==> config.mk <==
export PLATFORM = sky130hd
export DESIGN_NAME = enemy_spawn_sched
export DESIGN_NICKNAME = d
export VERILOG_FILES = /design/src/rtl/enemy_spawn_sched.sv
export SDC_FILE = /design/constraint.sdc
export NUM_CORES = 1
export LEC_CHECK = 0
export CORE_ASPECT_RATIO = 0.6
export CORE_MARGIN = 8
export CORE_UTILIZATION = 30
export CTS_BUF_LIST = sky130_fd_sc_hd__clkbuf_4 sky130_fd_sc_hd__clkbuf_8
export CTS_CLUSTER_SIZE = 12
export DETAILED_ROUTE_END_ITERATION = 8
export PLACE_DENSITY = 0.53
export SLEW_MARGIN = 15
export SYNTH_ARGS = -nofsm -noshare
export SYNTH_HDL_FRONTEND = slang
export SYNTH_SLANG_ARGS = --single-unit
==> constraint.sdc <==
create_clock -name clk_vga -period 5.24 [get_ports clk_vga]
set_input_delay 0.786 -clock clk_vga [delete_from_list [all_inputs] [get_ports clk_vga]]
set_output_delay 0.786 -clock clk_vga [all_outputs]
set_load 0.05 [all_outputs]
==> src/rtl/enemy_spawn_sched.sv <==
// enemy_spawn_sched
//   Frame-based spawn scheduler for three enemy classes. Each class counts
//   frames (v_sync rising edges) up to a level-scaled period and then raises
//   a pending request. A round-robin arbiter grants one pending class that
//   has a free slot. It emits a one-cycle one-hot trigger with the slot index
//   and a spawn x position. Two guard cycles follow each grant, so the
//   granted slot's free flag can drop before the next arbitration.
//
// Ports
//   clk_vga      pixel clock
//   rst          asynchronous active-high reset
//   en_i         game running; low freezes frame counting and new grants
//   v_sync_i     vertical sync, rising edge = one frame
//   level_i      difficulty 0..3, divides the base periods by 2^level
//   rand_i       pseudo-random x seed
//   free1/2/3_i  per-slot free flags of each class
//   trig_o       one-hot spawn pulse (bit k-1 = class k)
//   trig_idx_o   lowest free slot index of the granted class
//   trig_x_o     spawn x, folded into [0, XMAXk)
module enemy_spawn_sched #(
  parameter int         N1    = 8,
  parameter int         N2    = 4,
  parameter int         N3    = 2,
  parameter logic [7:0] PER1  = 8'd30,
  parameter logic [7:0] PER2  = 8'd90,
  parameter logic [7:0] PER3  = 8'd240,
  parameter logic [8:0] XMAX1 = 9'd440,
  parameter logic [8:0] XMAX2 = 9'd410,
  parameter logic [8:0] XMAX3 = 9'd310
) (
  input  logic          clk_vga,
  input  logic          rst,
  input  logic          en_i,
  input  logic          v_sync_i,
  input  logic [1:0]    level_i,
  input  logic [8:0]    rand_i,
  input  logic [N1-1:0] free1_i,
  input  logic [N2-1:0] free2_i,
  input  logic [N3-1:0] free3_i,
  output logic [2:0]    trig_o,
  output logic [2:0]    trig_idx_o,
  output logic [8:0]    trig_x_o
);

  typedef enum logic [1:0] {S_IDLE, S_GRANT, S_GUARD1, S_GUARD2} state_t;

  localparam logic [2:0][7:0] PER  = {PER3, PER2, PER1};
  localparam logic [2:0][8:0] XMAX = {XMAX3, XMAX2, XMAX1};

  state_t          state_q, state_d;
  logic            vs_q, vs_d;
  logic [2:0][7:0] cnt_q, cnt_d;
  logic [2:0]      pend_q, pend_d;
  logic [1:0]      last_q, last_d;
  logic [2:0]      trig_q, trig_d;
  logic [2:0]      idx_q, idx_d;
  logic [8:0]      x_q, x_d;

  logic            tick;
  logic [2:0][7:0] free_pad;
  logic [2:0]      any_free;
  logic [2:0][2:0] low_idx;
  logic [2:0]      elig;
  logic [1:0]      win;
  logic            found;
  logic            grant;
  logic [1:0]      cand;
  logic [7:0]      per;
  logic            fire;

  // Free vectors widened to a common 8-bit lane; slot index is 3 bits.
  always_comb begin
    free_pad = '0;
    free_pad[0][N1-1:0] = free1_i;
    free_pad[1][N2-1:0] = free2_i;
    free_pad[2][N3-1:0] = free3_i;
    for (int k = 0; k < 3; k++) begin
      any_free[k] = |free_pad[k];
      low_idx[k]  = '0;
      // Scan downward so the lowest set bit is the last one written.
      for (int i = 7; i >= 0; i--)
        if (free_pad[k][i]) low_idx[k] = 3'(i);
    end
  end

  assign tick = v_sync_i & ~vs_q & en_i;
  assign elig = pend_q & any_free;

  // Round-robin search starting with the class after the last winner.
  always_comb begin
    win   = last_q;
    found = 1'b0;
    cand  = '0;
    for (int o = 1; o <= 3; o++) begin
      cand = 2'((int'(last_q) + o) % 3);
      if (!found && elig[cand]) begin
        win   = cand;
        found = 1'b1;
      end
    end
  end

  assign grant = (state_q == S_IDLE) && en_i && found;

  // Frame counters and pending flags.
  always_comb begin
    vs_d   = v_sync_i;
    cnt_d  = cnt_q;
    pend_d = pend_q;
    per    = '0;
    fire   = 1'b0;
    for (int k = 0; k < 3; k++) begin
      per = PER[k] >> level_i;
      if (per == 8'd0) per = 8'd1;
      fire = 1'b0;
      if (tick) begin
        // A class being granted this cycle counts as unblocked, so the
        // counter keeps running from the tick that coincides with its grant.
        if (pend_q[k] && !(grant && win == 2'(k))) begin
          cnt_d[k] = '0;
        end else if (({1'b0, cnt_q[k]} + 9'd1) >= {1'b0, per}) begin
          cnt_d[k] = '0;
          fire     = 1'b1;
        end else begin
          cnt_d[k] = cnt_q[k] + 8'd1;
        end
      end
      // Grant clear wins over a same-cycle set.
      pend_d[k] = (pend_q[k] | fire) & ~(grant && win == 2'(k));
    end
  end

  // Grant sequencer; trigger outputs are registered so they line up with GRANT.
  always_comb begin
    state_d = state_q;
    last_d  = last_q;
    trig_d  = '0;
    idx_d   = idx_q;
    x_d     = x_q;
    case (state_q)
      S_IDLE: begin
        if (grant) begin
          state_d = S_GRANT;
          last_d  = win;
          trig_d  = 3'b001 << win;
          idx_d   = low_idx[win];
          if (rand_i < XMAX[win]) x_d = rand_i;
          else                    x_d = rand_i - XMAX[win];
        end
      end
      S_GRANT:  state_d = S_GUARD1;
      S_GUARD1: state_d = S_GUARD2;
      default:  state_d = S_IDLE;
    endcase
  end

  always_ff @(posedge clk_vga or posedge rst) begin
    if (rst) begin
      state_q <= S_IDLE;
      vs_q    <= 1'b0;
      cnt_q   <= '0;
      pend_q  <= '0;
      last_q  <= 2'd2;
      trig_q  <= '0;
      idx_q   <= '0;
      x_q     <= '0;
    end else begin
      state_q <= state_d;
      vs_q    <= vs_d;
      cnt_q   <= cnt_d;
      pend_q  <= pend_d;
      last_q  <= last_d;
      trig_q  <= trig_d;
      idx_q   <= idx_d;
      x_q     <= x_d;
    end
  end

  assign trig_o     = trig_q;
  assign trig_idx_o = idx_q;
  assign trig_x_o   = x_q;

endmodule
== After elaboration in Yosys (flattened, before gate mapping) ==
Index checks and enable logic that the tools add are counted.

* Add/sub/neg operators: 10
* Reductions and logical operators: 24
* $lt $le $gt $ge: 8
* Equality and inequality tests: 5
* Multiplexer cells: 53
* Div/mod/pow operators: 3
* Shift operators: 4
* Bitwise logic cells: 13

{| class="wikitable"
|+ Operators by type and width
! cell !! count
|-
| 32-bit by 3-bit modulo with 32-bit output (second input constant) || 3
|-
| 8-bit two-way mux || 9
|-
| 3-bit two-way mux || 15
|-
| 8-bit by 1-bit adder with 9-bit output (second input constant) || 3
|-
| 9-bit by 8-bit greater-or-equal comparator with 1-bit output || 3
|-
| 8-bit by 1-bit adder with 8-bit output (second input constant) || 3
|-
| 8-bit logical NOT || 3
|-
| 9-bit binary-select mux with 2-bit select || 1
|-
| 9-bit two-way mux || 2
|-
| 1-bit two-way mux || 16
|-
| 2-bit by 3-bit < comparator with 1-bit output (second input constant) || 4
|-
| 1-bit logical AND || 10
|-
| 2-bit two-way mux || 5
|-
| 9-bit < comparator || 1
|-
| 9-bit subtractor || 1
|-
| 8-bit OR reduction || 1
|-
| 5-bit by 2-bit >> shifter with 8-bit output (first input constant) || 1
|-
| 7-bit by 2-bit >> shifter with 8-bit output (first input constant) || 1
|-
| 8-bit by 2-bit >> shifter with 8-bit output (first input constant) || 1
|-
| 2-bit by 2-bit adder with 3-bit output (second input constant) || 2
|-
| 1-bit binary-select mux with 2-bit select || 3
|-
| 3-bit binary-select mux with 2-bit select || 1
|-
| 2-bit one-hot mux with 3 select lines || 1
|-
| 1-bit bitwise AND || 5
|-
| other kinds (13) || 25
|}

* Word-level logic and storage cells: 130
* Output and inout port bits: 15
* Input port bits: 29
* Flip-flop bits (word level): 47

== Logic depth before layout (Yosys ltp) ==
* Depth after elaboration: 19
* Gate-level depth with buffers: 20
* Depth with buffers taken out: 18

== Worst setup path before layout ==
OpenSTA, ideal clock, no wires.

* Kind: input -> register
* From: in free1_i[0]
* To: reg x_q[8], in the netlist trig_x_o[8]
* Data required time: 5110 ps
* Slack: 851 ps
* Stages on the path: 15
* Arrival time: 4258 ps
* Library setup time: 130 ps
* Buffers on the path: 1
* Cells stage by stage: or4_4 o211ai_2 o211a_1 a31oi_1 a41oi_2 inv_1 ha_1 ha_1 o21a_1 o21ai_0 a21oi_1 a31oi_1 clkbuf_1 mux2i_1 o21ai_1

* Longest elaborated chain between the ends: 15
* Elaborated cells between the ends (all ways): 25

{| class="wikitable"
|+ Ends and longest elaborated chain
! element !! RTL line !! source
|-
| start: declaration || 37 || <nowiki>input logic [N1-1:0] free1_i,</nowiki>
|-
| 8-bit OR reduction (*) || 78 || <nowiki>any_free[k] = |free_pad[k];</nowiki>
|-
| 3-bit bitwise AND (*) || 87 || <nowiki>assign elig = pend_q & any_free;</nowiki>
|-
| 1-bit binary-select mux with 2-bit select || 96 || <nowiki>if (!found && elig[cand]) begin</nowiki>
|-
| 1-bit two-way mux (not written as such) || 96 ||
|-
| 1-bit two-way mux || 96 ||
|-
| 1-bit logical NOT || 96 ||
|-
| 1-bit logical AND || 96 ||
|-
| 1-bit two-way mux || 96 ||
|-
| 1-bit logical NOT || 96 ||
|-
| 1-bit logical AND || 96 ||
|-
| 2-bit two-way mux (*) || 96 ||
|-
| via win[1] || 64 || <nowiki>logic [1:0] win;</nowiki>
|-
| 9-bit binary-select mux with 2-bit select (*) || 147, 148 ||
|-
| 9-bit two-way mux (not written as such) (*) || 147, 148 ||
|-
| 9-bit subtractor or 9-bit < comparator (tied branches) || 148, 147 ||
|-
| 9-bit two-way mux (*) || 147 || <nowiki>if (rand_i < XMAX[win]) x_d = rand_i;</nowiki>
|-
| end signal: assignment || 166 || <nowiki>x_q <= '0;</nowiki>
|-
| end signal: assignment || 175 || <nowiki>x_q <= x_d;</nowiki>
|-
| end: declaration || 57 || <nowiki>logic [8:0] x_q, x_d;</nowiki>
|}

The timed path passes the listed nets; every way through them passes the cells marked *. The select of a mux whose other input is x is not followed.
A chain may end at the register's enable or synchronous reset.

== Final worst setup path ==
* From: in free1_i[0]
* To: reg x_q[5], in the netlist trig_x_o[5]

Same word-level chain as after synthesis.

==> impl_metrics.ini <==
[outcome]
outcome = finished, final reports clean

[clock_tree]
cts_tree = done
cts_buffers = 5
cts_root_buf = clkbuf_8
clk_pin_slew_ps = 90
post_cts_resized = 0
post_cts_buffers = 0
cts_htree_levels = 2
cts.sinks = 47
clockBufferDepth = 2
clock_latency_ps = 310
postCtsHoldBufs = 0

[synth]
yosysWarnings = 0
synthXorXnorAreaFrac = 0.03169
synthSimpleGateAreaFrac = 0.1960
synthFlopType = dfrtp_1
synth_seq_cells = 47
synth_area_per_cell_um2 = 9.309
synth_adder_area_share = 0.1497
synth_top_family_by_area = compound AO/OA/AOI/OAI gates
synth_compound_area_frac = 0.2263
synth_mux_area_frac = 0.02716
ys_seq_area_frac = 0.3276
syn_inst = 386
synthesis.nets = 458
async_flop_share = 1.000
synth_edf_count = 0
yosysUniqueCellTypes = 73
mappedNetlistArea_um2 = 3593

[placement]
post-dp-hpwl_um = 6704
place_congestion = 0.8705
dp.cells = 588
io_buffers = 43

[timing]
finalSetupViolations = 0
rsz0062_at_grt = false
finalClockSkew_ps = 5.814
relSlewSlack = 0.3580
fin_setup_tns_ps = 0
hold_slack_ps = 485.2
tightest_slew_ps = 960.1
period_needed_ps = 4653
finalCritPeriodShare = 0.8880
finalHoldViolCount = 0
max_freq_mhz = 214.9
finalMaxSlewViolations = 0

[floorplanning]
initial_utilization = 0.3028
core.rowCount = 31
ios = 44
die-area_um2 = 15850
die_w_um = 157.3
die_h_um = 100.8
core_um2 = 11870

[critical_path]
regToRegSetupSlack_ps = 920
reg2reg_depth = 15
reg2reg_from = last_q[1]
worstSetupEndpointType = flop
critPathKind = in -> reg
r2r_end = trig_x_o[5]
crit_path_end = trig_x_o[5]
crit_arrival_ps = 4810
timing.critical_path.required_ps = 5400
crit_path_start = free1_i[0]
cp_max_fo = 12
cp-start-kind = primary input

[global_route]
grt_pass1_vias = 2856
overflow = 0
grt_max_degree = 48
grtUsageTotal = 0.1131
grt_pass1_wl_um = 14690
antenna_found_initial = 0

[cells_and_area]
fillers = 1227
area_growth_pct = 19.32
utilization = 0.3613
diodes = 0
layout-drive-gt1-share = 0.1114
instances_no_fill = 596
nNetsFinal = 502

[routing]
wl_um = 8551
drt_iter0_markers = 187
drtPass1Iterations = 4
ant_nets = 0
viasPerCell = 4.800
post_drt_wl_per_cell_um = 14.35
vias = 2861
drc = 0

[flow_run]
maxCapViolations = 0

[power_and_ir_drop]
peakVddDrop_mv = 0.2681
powerDensity_nw_per_um2 = 571.6
total_power_uw = 2451
p_leak_uw = 0.002017

[min_path]
hold_path_class = reg -> reg
[worst max-delay path, cell delays in order]
cell,delay [ps]
clkdlybuf4s50_1,440
or4_4,610
o21ai_4,270
a21o_2,170
a31o_1,360
inv_1,150
ha_1,340
ha_1,300
o21a_1,180
o21ai_0,320
a21oi_1,170
a31oi_1,190
buf_4,210
mux2i_1,210
o21ai_0,90
[synth_stat cells, types with 4 or more instances]
cell       n  area (um^2)
a31oi_1    5        31.28
and3_1     4        25.02
a21oi_1   22        110.1
o21ai_1    7        35.03
xnor2_1   10        87.58
nor2b_1    6        37.54
and2_1     8        50.05
o21a_1     5        37.54
a21o_1     9        67.56
or2_2      5        31.28
nand3_1   13        65.06
nand2_1   38        142.6
a22o_1     7        61.31
ha_1      43        538.0
dfrtp_1   46         1151
nor2_1    20        75.07
inv_1     25        93.84
nor3_1     7        35.03
nand2b_1  11        68.82
mux2i_1    6        60.06
o21ai_0   17        85.08
[area by class of cell]
cell class	count	area [um^2]	area share
multi-input combinational	305	2267	0.5287
tap	165	206.4	0.04815
timing repair buffer	46	452.9	0.1056
clock inverter	1	5.005	0.001167
sequential	47	1177	0.2746
clock buffer	7	83.83	0.01955
inverter	25	95.09	0.02218
[state kept, by name, indices dropped and copies added (netlist names)]
signal and cells:
cnt_q 24, trig_x_o 9, pend_q 3, trig_idx_o 3, trig_o 3, last_q 2, state_q 2, vs_q 1
[placed cells by master (no fill, tap or decap), drive strengths merged, types with 11 or more instances in the layout]
cell type       n
clkdlybuf4s50  43
inv            24
ha             43
nand3          13
o21ai          27
nand2b         11
dfrtp          46
a21o           11
nand2          39
a21oi          23
nor2           21
[logic make-up (layout without fill, tap and decap cells)]
logic type	Yosys count	after routing
and+or+nand+nor	134	134
muxes	9	9
adders and majority gates	43	43
xor gates and xnor gates	13	13
AOI/OAI and AO/OA	106	106
DFF	47	47
buffers and inverters	34	79
[metal layers]
metal,routed length [um],global-route usage,up-vias
met3,409,0.02783,5
met1,4679,0.1684,1344
met4,40,0.01528,0
met2,3422,0.1632,39
met5,0,0,-
li1,-,-,1473
[stage by stage]
| step | setup slack (ps) | instance area (um^2) |
|---|---|---|
| floorplan | 851.3 | 3593 |
| global placement | 385.0 | 4198 |
| detailed placement | 263.4 | 4198 |
| CTS | 602.2 | 4287 |
| global route | 294.6 | 4288 |
| finish | 586.6 | 4288 |
[power breakdown]
part	switching [uW]	internal (uW)	total (uW)	leakage, uW
clock network	132	105	236	0.0000491
logic	959	693	1650	0.00135
registers	96.3	467	563	0.000618
total	1190	1260	2450	0.00202
[worst min-delay path by stage]
| stage | from | endpoint | depth (start not counted) |
|---|---|---|---|
| after CTS | trig_x_o[0] | trig_x_o[0] | 2 |
| final | trig_x_o[0] | trig_x_o[0] | 2 |
| after global placement | trig_x_o[0] | trig_x_o[0] | 2 |
| after detailed placement | trig_x_o[0] | trig_x_o[0] | 2 |
| after floorplan | cnt_q[7] | cnt_q[7] | 1 |
| after global routing | trig_x_o[0] | trig_x_o[0] | 2 |
Note: power is estimated with default switching activity, not from simulation.
